--- config.mk ---
export PLATFORM = sky130hd
export DESIGN_NAME = maze_bfs_solver
export DESIGN_NICKNAME = d
export VERILOG_FILES = /design/src/rtl/maze_bfs_solver.sv
export SDC_FILE = /design/constraint.sdc
export NUM_CORES = 2
export LEC_CHECK = 0
export ABC_AREA = 1
export BUFFER_PORTS_ARGS = -buffer_cell sky130_fd_sc_hd__buf_2
export CAP_MARGIN = 20
export CORE_ASPECT_RATIO = 0.8
export CORE_MARGIN = 3
export CORE_UTILIZATION = 55
export DETAILED_ROUTE_END_ITERATION = 12
export PLACE_DENSITY = 0.74
export SKIP_LAST_GASP = 1
export SLEW_MARGIN = 5
export SYNTH_ARGS = -nofsm -noshare
export SYNTH_HDL_FRONTEND = slang
export SYNTH_SLANG_ARGS = --single-unit
export TNS_END_PERCENT = 5
--- constraint.sdc ---
create_clock -name clk -period 18.23 [get_ports clk]
set_input_delay 3.646 -clock clk [delete_from_list [all_inputs] [get_ports clk]]
set_output_delay 3.646 -clock clk [all_outputs]
set_load 0.05 [all_outputs]
--- src/rtl/maze_bfs_solver.sv ---
// BFS maze solver: serial maze in, goal->start path (or no-path verdict) out; one neighbour test per cycle.
// Latency N*N load beats + up to 5 cycles per dequeued cell; out beats held stable while out_ready is low.
module maze_bfs_solver #(
    parameter int N      = 15,
    parameter int QDEPTH = 64
) (
    input  logic                   clk,
    input  logic                   rst,
    input  logic                   in_valid,
    input  logic                   maze,
    output logic                   in_ready,
    output logic                   out_valid,
    input  logic                   out_ready,
    output logic [$clog2(N)-1:0]   out_x,
    output logic [$clog2(N)-1:0]   out_y,
    output logic                   out_last,
    output logic                   maze_not_valid,
    output logic                   err_overflow
);
    localparam int CW        = $clog2(N);
    localparam int NN        = N * N;
    localparam int IW        = $clog2(NN);
    localparam int QW        = $clog2(QDEPTH);
    localparam int START_IDX = N + 1;
    localparam int GOAL_IDX  = (N - 2) * N + (N - 2);

    localparam logic [CW-1:0] C_ONE    = CW'(1);
    localparam logic [CW-1:0] C_GOAL   = CW'(N - 2);
    localparam logic [CW-1:0] C_LAST   = CW'(N - 1);
    localparam logic [IW-1:0] LAST_BIT = IW'(NN - 1);
    localparam logic [QW:0]   QFULL    = (QW + 1)'(QDEPTH);

    localparam logic [2:0] D_RIGHT = 3'd0;
    localparam logic [2:0] D_UP    = 3'd1;
    localparam logic [2:0] D_LEFT  = 3'd2;
    localparam logic [2:0] D_DOWN  = 3'd3;
    localparam logic [2:0] D_POP   = 3'd4;

    typedef enum logic [2:0] {S_LOAD, S_CHECK, S_SEARCH, S_BACK, S_DEAD} state_t;

    state_t             state_q, state_d;
    logic [IW-1:0]      bit_cnt_q, bit_cnt_d;
    logic [CW-1:0]      cur_x_q, cur_x_d, cur_y_q, cur_y_d;
    logic [2:0]         dir_q, dir_d;
    logic [QW-1:0]      head_q, head_d, tail_q, tail_d;
    logic [QW:0]        count_q, count_d;
    logic               out_valid_q, out_valid_d, out_last_q, out_last_d;
    logic               mnv_q, mnv_d, ovf_q, ovf_d;
    logic [CW-1:0]      out_x_q, out_x_d, out_y_q, out_y_d;

    logic [NN-1:0]      maze_q;
    logic [NN-1:0]      visited_q;
    logic [2*NN-1:0]    parent_q;
    logic [2*CW-1:0]    fifo_q [QDEPTH];

    logic               load_we, mark_start, nb_mark, push, clear_all;
    logic [CW-1:0]      nb_x, nb_y, step_x, step_y;
    logic [IW-1:0]      nb_idx, cur_idx;
    logic               nb_free;
    logic [1:0]         par_dir;

    // Neighbour under test for the current direction phase
    always_comb begin
        nb_x = cur_x_q;
        nb_y = cur_y_q;
        case (dir_q)
            D_RIGHT: nb_x = cur_x_q + C_ONE;
            D_UP:    nb_y = cur_y_q - C_ONE;
            D_LEFT:  nb_x = cur_x_q - C_ONE;
            D_DOWN:  nb_y = cur_y_q + C_ONE;
            default: ;
        endcase
    end

    assign nb_idx  = IW'(int'(nb_y) * N + int'(nb_x));
    assign cur_idx = IW'(int'(cur_y_q) * N + int'(cur_x_q));
    assign nb_free = !(nb_x == '0 || nb_x == C_LAST || nb_y == '0 || nb_y == C_LAST)
                     && !maze_q[nb_idx] && !visited_q[nb_idx];
    assign par_dir = parent_q[{cur_idx, 1'b0} +: 2];

    // Parent codes use the same direction numbering as the search phases
    always_comb begin
        step_x = cur_x_q;
        step_y = cur_y_q;
        case (par_dir)
            2'd0: step_x = cur_x_q + C_ONE;
            2'd1: step_y = cur_y_q - C_ONE;
            2'd2: step_x = cur_x_q - C_ONE;
            default: step_y = cur_y_q + C_ONE;
        endcase
    end

    always_comb begin
        state_d     = state_q;
        bit_cnt_d   = bit_cnt_q;
        cur_x_d     = cur_x_q;
        cur_y_d     = cur_y_q;
        dir_d       = dir_q;
        head_d      = head_q;
        tail_d      = tail_q;
        count_d     = count_q;
        out_valid_d = out_valid_q;
        out_last_d  = out_last_q;
        out_x_d     = out_x_q;
        out_y_d     = out_y_q;
        mnv_d       = mnv_q;
        ovf_d       = ovf_q;
        load_we     = 1'b0;
        mark_start  = 1'b0;
        nb_mark     = 1'b0;
        push        = 1'b0;
        clear_all   = 1'b0;
        case (state_q)
            S_LOAD: begin
                if (in_valid) begin
                    load_we = 1'b1;
                    if (bit_cnt_q == LAST_BIT) begin
                        bit_cnt_d = '0;
                        state_d   = S_CHECK;
                    end else begin
                        bit_cnt_d = bit_cnt_q + IW'(1);
                    end
                end
            end
            S_CHECK: begin
                if (maze_q[START_IDX] || maze_q[GOAL_IDX]) begin
                    state_d     = S_DEAD;
                    out_valid_d = 1'b1;
                    mnv_d       = 1'b1;
                    out_last_d  = 1'b1;
                    out_x_d     = '0;
                    out_y_d     = '0;
                end else begin
                    mark_start = 1'b1;
                    cur_x_d    = C_ONE;
                    cur_y_d    = C_ONE;
                    dir_d      = D_RIGHT;
                    state_d    = S_SEARCH;
                end
            end
            S_SEARCH: begin
                if (dir_q == D_POP) begin
                    if (count_q == '0) begin
                        state_d     = S_DEAD;
                        out_valid_d = 1'b1;
                        mnv_d       = 1'b1;
                        out_last_d  = 1'b1;
                        out_x_d     = '0;
                        out_y_d     = '0;
                    end else begin
                        cur_x_d = fifo_q[head_q][CW-1:0];
                        cur_y_d = fifo_q[head_q][2*CW-1:CW];
                        head_d  = head_q + QW'(1);
                        count_d = count_q - (QW + 1)'(1);
                        dir_d   = D_RIGHT;
                    end
                end else begin
                    dir_d = dir_q + 3'd1;
                    if (nb_free) begin
                        // Goal wins over a full queue: its parent is all the backtrack needs
                        if (nb_x == C_GOAL && nb_y == C_GOAL) begin
                            nb_mark     = 1'b1;
                            cur_x_d     = C_GOAL;
                            cur_y_d     = C_GOAL;
                            state_d     = S_BACK;
                            out_valid_d = 1'b1;
                            out_x_d     = C_GOAL;
                            out_y_d     = C_GOAL;
                            out_last_d  = 1'b0;
                            mnv_d       = 1'b0;
                        end else if (count_q == QFULL) begin
                            state_d     = S_DEAD;
                            ovf_d       = 1'b1;
                            out_valid_d = 1'b1;
                            mnv_d       = 1'b1;
                            out_last_d  = 1'b1;
                            out_x_d     = '0;
                            out_y_d     = '0;
                        end else begin
                            nb_mark = 1'b1;
                            push    = 1'b1;
                            tail_d  = tail_q + QW'(1);
                            count_d = count_q + (QW + 1)'(1);
                        end
                    end
                end
            end
            S_BACK, S_DEAD: begin
                if (out_ready) begin
                    if (state_q == S_DEAD || out_last_q) begin
                        state_d     = S_LOAD;
                        out_valid_d = 1'b0;
                        out_last_d  = 1'b0;
                        mnv_d       = 1'b0;
                        ovf_d       = 1'b0;
                        out_x_d     = '0;
                        out_y_d     = '0;
                        head_d      = '0;
                        tail_d      = '0;
                        count_d     = '0;
                        clear_all   = 1'b1;
                    end else begin
                        cur_x_d    = step_x;
                        cur_y_d    = step_y;
                        out_x_d    = step_x;
                        out_y_d    = step_y;
                        out_last_d = (step_x == C_ONE) && (step_y == C_ONE);
                    end
                end
            end
            default: state_d = S_LOAD;
        endcase
    end

    always_ff @(posedge clk) begin
        if (rst) begin
            state_q     <= S_LOAD;
            bit_cnt_q   <= '0;
            cur_x_q     <= '0;
            cur_y_q     <= '0;
            dir_q       <= D_RIGHT;
            head_q      <= '0;
            tail_q      <= '0;
            count_q     <= '0;
            out_valid_q <= 1'b0;
            out_last_q  <= 1'b0;
            out_x_q     <= '0;
            out_y_q     <= '0;
            mnv_q       <= 1'b0;
            ovf_q       <= 1'b0;
        end else begin
            state_q     <= state_d;
            bit_cnt_q   <= bit_cnt_d;
            cur_x_q     <= cur_x_d;
            cur_y_q     <= cur_y_d;
            dir_q       <= dir_d;
            head_q      <= head_d;
            tail_q      <= tail_d;
            count_q     <= count_d;
            out_valid_q <= out_valid_d;
            out_last_q  <= out_last_d;
            out_x_q     <= out_x_d;
            out_y_q     <= out_y_d;
            mnv_q       <= mnv_d;
            ovf_q       <= ovf_d;
        end
    end

    always_ff @(posedge clk) begin
        if (rst) begin
            maze_q    <= '0;
            visited_q <= '0;
            parent_q  <= '0;
            for (int i = 0; i < QDEPTH; i++) fifo_q[i] <= '0;
        end else begin
            if (load_we)    maze_q[bit_cnt_q] <= maze;
            if (clear_all)  visited_q <= '0;
            if (mark_start) visited_q[START_IDX] <= 1'b1;
            if (nb_mark) begin
                visited_q[nb_idx] <= 1'b1;
                parent_q[{nb_idx, 1'b0} +: 2] <= dir_q[1:0] + 2'd2;
            end
            if (push)       fifo_q[tail_q] <= {nb_y, nb_x};
        end
    end

    assign in_ready       = (state_q == S_LOAD);
    assign out_valid      = out_valid_q;
    assign out_x          = out_x_q;
    assign out_y          = out_y_q;
    assign out_last       = out_last_q;
    assign maze_not_valid = mnv_q;
    assign err_overflow   = ovf_q;
endmodule
# [Yosys cells after proc, flatten, opt, wreduce, memory -nomap -nowiden]
# Memories as Yosys holds them, arrays and structs flattened. A register that Yosys moved wholly into a read port is not among the register bits.
# Cells that the tools add are included.
[totals] register_bits=953 elab_cells=241 mem_count=1 output_inout_bits=13 mem_bits_ro=0 latchBits=0 ramBits=512
[mem_list] name="fifo_q" depth=64 width=8 rd=1 rd_ports_with_merged_regs=1 wr=64 line_no="54" rtl="logic [2*CW-1:0] fifo_q [QDEPTH];"
[classes] mux=124 div_mod_pow=0 n_reduce_logical=36 eq_ne=39 add_sub_neg=14 shift=3 order_cmp=4 n_bitwise=1 n_mul=2
[op_table] operator="225-bit 2-to-1 mux" n=3
[op_table] operator="450-bit bitwise mux" n=1
[op_table] operator="2-bit by 11-bit variable shift with 450-bit output (first input constant)" n=1
[op_table] operator="2-bit by 11-bit indexed part select with 450-bit output" n=1
[op_table] operator="450-bit by 10-bit indexed part select with 2-bit output" n=1
[op_table] operator="225-bit bitwise mux" n=1
[op_table] operator="225-bit bitwise OR" n=1
[op_table] operator="4-bit 2-to-1 mux" n=21
[op_table] operator="6-bit 2-to-1 mux" n=11
[op_table] operator="7-bit 2-to-1 mux" n=7
[op_table] operator="4-bit case mux with 3 select lines" n=4
[op_table] operator="1-bit 2-to-1 mux" n=44
[op_table] operator="7-bit AND reduction" n=6
[op_table] operator="3-bit 2-to-1 mux" n=13
[op_table] operator="4-bit case mux with 2 select lines" n=4
[op_table] operator="2-bit != test (second input constant)" n=13
[op_table] operator="6-bit case mux with 2 select lines" n=2
[op_table] operator="8-bit by 9-bit less-than comparator with 1-bit output (second input constant)" n=2
[op_table] operator="3-bit != test (second input constant)" n=6
[op_table] operator="8-bit by 4-bit adder with 8-bit output" n=2
[op_table] operator="1-bit binary-select mux with 8-bit select" n=2
[op_table] operator="1-bit demux with 8-bit select" n=2
[op_table] operator="4-bit == test (second input constant)" n=4
[op_table] operator="8-bit by 1-bit >= comparator with 1-bit output (second input constant)" n=2
[op_table] operator="other kinds (41)" n=69

# [Longest topological paths before layout]
[logic_depth] word_depth=17 ltp_mapped=35 ltp_nobuf=33

# [Least setup slack after synthesis]
# OpenSTA, ideal clock, no wires.
[synth_path] path_type="register -> register" from="register cur_y_q[2]" to="memory fifo_q[56][0] (netlist bit), enable pin" path_slack_ps=12000 t_arrival_ps=5901 required_ps=17901 stages_incl_launch_ff=32 setup_time_ps=329 path_cell_list="dfxtp_1 > inv_1 > ha_1 > nand2_1 > nand2_1 > xor2_1 > or2_2 > a31oi_1 > inv_1 > clkbuf_1 > fa_1 > ha_1 > ha_1 > ha_1 > a21oi_1 > nand2_1 > or2_2 > nand2_1 > nor2_1 > inv_1 > nor2_1 > nor2_1 > nand2_1 > nand2_1 > nand3_1 > nor2_1 > nand3_2 > nor3_4 > nand2_2 > nor2_4 > nand2_2 > nand2_1"
[synth_lines] item="from (decl)" line_no="43" rtl="logic [CW-1:0] cur_x_q, cur_x_d, cur_y_q, cur_y_d;"
[synth_lines] item="from (signal assigned)" line_no="235" rtl="cur_y_q <= cur_y_d;"
[synth_lines] item="to (decl)" line_no="54"

# [Worst setup path after layout]
[layout_path] from="register dir_q[0]" to="register parent_q[19]"
[layout_via] elab_chain_len=12 elab_cells_between_ends=37 cone_classes="add/sub (3); mul (1); eq/ne (8); shift (2); mux (11); reduce/logical (12)"
[layout_lines] item="from (decl)" line_no="44" rtl="logic [2:0] dir_q, dir_d;"
[layout_lines] item="from (signal assigned)" line_no="236" rtl="dir_q <= dir_d;"
[layout_lines] item="3-bit by 2-bit == test with 1-bit output / 3-bit by 1-bit == test with 1-bit output (equally long branches)" line_no="66" rtl="case (dir_q)"
[layout_lines] item="4-bit case mux with 2 select lines *" line_no="66"
[layout_lines] item="net nb_y[1]" line_no="57" rtl="logic [CW-1:0] nb_x, nb_y, step_x, step_y;"
[layout_lines] item="4-bit by 4-bit multiplier with 8-bit output" line_no="75" rtl="assign nb_idx = IW'(int'(nb_y) * N + int'(nb_x));"
[layout_lines] item="8-bit by 4-bit adder with 8-bit output" line_no="75"
[layout_lines] item="1-bit binary-select mux with 8-bit select" line_no="78" rtl="&& !maze_q[nb_idx] && !visited_q[nb_idx];"
[layout_lines] item="1-bit 2-to-1 mux (not written as such)" line_no="78"
[layout_lines] item="1-bit logical NOT" line_no="78"
[layout_lines] item="1-bit logical AND (2 in a row)" line_no="78"
[layout_lines] item="1-bit 2-to-1 mux" line_no="159" rtl="if (nb_free) begin"
[layout_lines] item="1-bit 2-to-1 mux" line_no="142" rtl="if (dir_q == D_POP) begin"
[layout_lines] item="1-bit 2-to-1 mux" line_no="113" rtl="case (state_q)"
[layout_lines] item="to (signal, indexed assignment)" line_no="261" rtl="parent_q[{nb_idx, 1'b0} +: 2] <= dir_q[1:0] + 2'd2;"
[layout_lines] item="to (decl)" line_no="53" rtl="logic [2*NN-1:0] parent_q;"
# Mark *: on every way through the listed nets, which the timed path passes. The rest lies on a longest branch. The select of a mux whose other input is x is not followed.
# A chain may end at the register's enable or synchronous reset.

==> run_summary.xml <==
<?xml version="1.0" encoding="UTF-8"?>
<metrics>
  <group name="route">
    <metric name="drc" unit="">0</metric>
    <metric name="route.final.wire_length" unit="µm">248000</metric>
    <metric name="drt-wirelength-per-cell" unit="µm">20.7</metric>
    <metric name="routed_via_density" unit="">6.20</metric>
    <metric name="drt_pre_antenna_iters" unit="">9</metric>
    <metric name="routed-via-count" unit="">74306</metric>
    <metric name="final_antenna_net_count" unit="">0</metric>
    <metric name="detailedRoute.firstIterationViolations" unit="">11170</metric>
  </group>
  <group name="yosys">
    <metric name="yosys_warnings" unit="">0</metric>
    <metric name="synthMuxAreaShare" unit="">0</metric>
    <metric name="synth_compound_area_frac" unit="">0.148</metric>
    <metric name="synth.ff_latch_count" unit="">1471</metric>
    <metric name="synthTopCellsByArea" unit="">dfxtp_1 25%, edfxtp_1 20%, nor2_1 10%</metric>
    <metric name="asyncSetResetFlopFracSynth" unit="">0</metric>
    <metric name="synth.yosys.seq_area_share" unit="">0.454</metric>
    <metric name="post_synth_top_flop" unit="">dfxtp_1</metric>
    <metric name="post-synth-top-area-cell" unit="">dfxtp_1</metric>
    <metric name="synthCells" unit="">10570</metric>
    <metric name="synth_cell_types" unit="">46</metric>
    <metric name="post_synth.cell_area_avg" unit="µm²">7.20</metric>
    <metric name="mappedNetlistArea" unit="µm²">76100</metric>
    <metric name="post_synth_fa_ha_maj_area_fraction" unit="">0.0150</metric>
    <metric name="synth_nets" unit="">10657</metric>
    <metric name="netlist.area_leader.share" unit="">0.252</metric>
    <metric name="yosysMostFrequentCell" unit="">nor2_1</metric>
    <metric name="yosys.area_share.xor_xnor" unit="">0.00263</metric>
    <metric name="yosys.area_share.simple" unit="">0.313</metric>
    <metric name="leading_cell_types_by_count_after_synthesis" unit="">2128 x nor2_1, 2082 x nand2_1, 1138 x nand3_1</metric>
    <metric name="synth_enable_flop_cells" unit="">512</metric>
    <metric name="combinational_family_with_the_most_area_after_synthesis" unit="">simple AND/OR/NAND/NOR gates</metric>
  </group>
  <group name="grt">
    <metric name="first_pass_grt_wire_length" unit="µm">383000</metric>
    <metric name="track_usage" unit="">0.332</metric>
    <metric name="first_global_vias" unit="">66805</metric>
    <metric name="grt_start_max_net_pins" unit="">224</metric>
    <metric name="grt_antenna_before_repair" unit="">3</metric>
    <metric name="grt_overflow_total" unit="">0</metric>
  </group>
  <group name="floorplan">
    <metric name="die_area" unit="µm²">143000</metric>
    <metric name="placeableCoreArea" unit="µm²">137000</metric>
    <metric name="die_w" unit="µm">422</metric>
    <metric name="placement_rows" unit="">121</metric>
    <metric name="initial_util" unit="">0.557</metric>
    <metric name="pin_count" unit="">18</metric>
    <metric name="die_h" unit="µm">339</metric>
  </group>
  <group name="place">
    <metric name="placement.setup.worst_slack" unit="ps">7440</metric>
    <metric name="detailed_place_hpwl" unit="µm">149000</metric>
    <metric name="dpl.cell_count" unit="">11683</metric>
    <metric name="finalWeightedCongestion" unit="">0.984</metric>
    <metric name="port_buffers" unit="">17</metric>
  </group>
  <group name="setup_path">
    <metric name="worstPathArrival" unit="ps">11770</metric>
    <metric name="timing_worst_setup_path_type" unit="">register to register</metric>
    <metric name="cp-end-kind" unit="">register</metric>
    <metric name="worst_ep_required_time" unit="ps">18880</metric>
    <metric name="crit_path_max_incr_delay" unit="ps">940</metric>
    <metric name="crit_path_top_delay_cell" unit="">buf_4</metric>
    <metric name="worst-path-stages" unit="">29</metric>
    <metric name="timing.critical_path.mode_cell" unit="">nand2_1</metric>
    <metric name="cp_max_fo" unit="">203</metric>
    <metric name="timing.critical_path.buf_inv" unit="">9</metric>
    <metric name="critPathLaunchType" unit="">register</metric>
    <metric name="timing.critical_path.max_delay_family" unit="">buffers and inverters</metric>
    <metric name="reg2regPathDepth" unit="">29</metric>
  </group>
  <group name="timing">
    <metric name="totalNegativeSetupSlack" unit="ps">0</metric>
    <metric name="relSlewSlack" unit="">0.173</metric>
    <metric name="rsz0062_at_grt" unit="">no</metric>
    <metric name="final_hold_viol_count" unit="">0</metric>
    <metric name="final.period_utilization" unit="">0.610</metric>
    <metric name="finalSetupViolations" unit="">0</metric>
    <metric name="timing.clock.skew" unit="ps">45.6</metric>
    <metric name="min_period" unit="ps">11120</metric>
    <metric name="layout_setup_ws" unit="ps">7110</metric>
    <metric name="timing_max_transition_violations_final" unit="">0</metric>
    <metric name="max_clock_freq" unit="MHz">89.9</metric>
    <metric name="worst_slew_pin_slew" unit="ps">1230</metric>
  </group>
  <group name="clocking">
    <metric name="ctsRootBufferMaster" unit="">clkbuf_16</metric>
    <metric name="postCtsHoldBufs" unit="">0</metric>
    <metric name="numClockSinks" unit="">1471</metric>
    <metric name="cts_buffers" unit="">148</metric>
    <metric name="clk_latency" unit="ps">830</metric>
    <metric name="cts.clk_slew.worst_paths" unit="ps">60</metric>
    <metric name="cts_setup_buffers" unit="">0</metric>
    <metric name="cts-resized-gates" unit="">0</metric>
    <metric name="htree_num_levels" unit="">4</metric>
    <metric name="clk_path_buf_depth" unit="">3</metric>
    <metric name="cts_tree" unit="">done</metric>
  </group>
  <group name="worst_hold_path">
    <metric name="hold_class" unit="">register to register</metric>
    <metric name="holdPathStages" unit="">2</metric>
  </group>
  <group name="cells_and_area">
    <metric name="layoutNonFillerInstCount" unit="">11984</metric>
    <metric name="share_of_post_route_cells_with_drive_strength_above_1" unit="">0.0560</metric>
    <metric name="area_added_between_synthesis_and_finish" unit="%">7.12</metric>
    <metric name="fin_nets" unit="">10099</metric>
    <metric name="fillerInstances" unit="">12369</metric>
  </group>
  <group name="run">
    <metric name="max_cap_viol_count" unit="">0</metric>
  </group>
  <group name="status">
    <metric name="run_status" unit="">complete, no violations</metric>
  </group>
  <group name="power">
    <metric name="power.density_cell_area" unit="nW/µm²">196</metric>
    <metric name="peakVddDrop" unit="V">0.000339</metric>
    <metric name="cellLeakagePower" unit="nW">28.3</metric>
    <metric name="post-layout-total-power" unit="mW">16.0</metric>
  </group>
</metrics>
-- registers in the layout (all words and copies together) (netlist names), named ones only --
name and flops:
bit_cnt_q 8, count_q 7, cur_x_q 4, cur_y_q 4
dir_q 3, err_overflow 1, fifo_q 512, head_q 6
maze_not_valid 1, maze_q 225, out_last 1, out_valid 1
out_x 4, out_y 4, parent_q 450, state_q 3
tail_q 6, visited_q 225
-- per-layer routing --
layer,GRT usage,vias up,wire length [µm]
li1,-,34535,-
met5,0.000333,-,0
met1,0.484,34765,103000
met4,0.114,0,8170
met2,0.471,4468,103000
met3,0.0931,538,32700
-- logic make-up after synthesis --
group           after synthesis
compound gates             2007
buf+inv                    1265
fa+ha+maj                    82
xor+xnor                     22
simple gates               5723
flops                      1471
-- tightest hold or removal path: cells and delay by family, from the launching register on --
family           cells  cell delay, ps
AO/OA/AOI/OAI        1              50
flip-flops           1             310
AND/OR/NAND/NOR      1              60
-- worst paths after layout --
kind | from | endpoint | slack [ps]
setup / recovery | dir_q[0]$_SDFFE_PP0P_ | parent_q[19]$_SDFFE_PP0P_ | 7110
hold / removal | parent_q[292]$_SDFFE_PP0P_ | parent_q[292]$_SDFFE_PP0P_ | 460
setup reg to reg | dir_q[0]$_SDFFE_PP0P_ | parent_q[19]$_SDFFE_PP0P_ | 7110
hold reg to reg | parent_q[292]$_SDFFE_PP0P_ | parent_q[292]$_SDFFE_PP0P_ | 460
-- area by class of cell --
cell class              instances  area [µm²]  area share
multi-input cells            7834       36700       0.450
diodes                          3        7.51   0.0000920
clock buffers                 207        4190      0.0513
well taps                    1845        2310      0.0283
flip-flops and latches       1471       34600       0.424
clock inverters                67         802     0.00983
repair buffers                159        1410      0.0173
inverters                     398        1540      0.0189
-- stage by stage --
step / hold WS [ps] / area [µm²] / util
after floorplan: 435 / 76100 / -
after global placement: 445 / 76100 / 0.557
after detailed placement: 451 / 76200 / 0.557
after CTS: 460 / 81200 / 0.594
after global routing: 476 / 81600 / 0.597
final: 459 / 81600 / 0.597
-- layout by cell type (no fill, tap or decap), drive strengths merged, types with 5 or more instances in the layout --
cell type / n
nor2: 2142
nand2: 2140
nand3: 1139
a21oi: 970
dfxtp: 959
o21ai: 607
edfxtp: 512
inv: 398
a311oi: 221
clkbuf: 208
buf: 158
nor3: 153
o22ai: 136
nand4: 112
ha: 67
clkinv: 54
o221ai: 34
nor4: 16
o211ai: 15
fa: 15
xor2: 12
xnor2: 10
or2: 9
bufinv: 8
a31oi: 7
o311ai: 6
nand3b: 6
clkinvlp: 5
-- where the power goes --
| part | switching [mW] | leakage [nW] | internal [mW] |
|---|---|---|---|
| combinational | 7.54 | 13.1 | 1.77 |
| sequential | 0.0691 | 12.7 | 3.46 |
| clock | 1.42 | 2.44 | 1.75 |
Power figures use the tool's default switching activity.
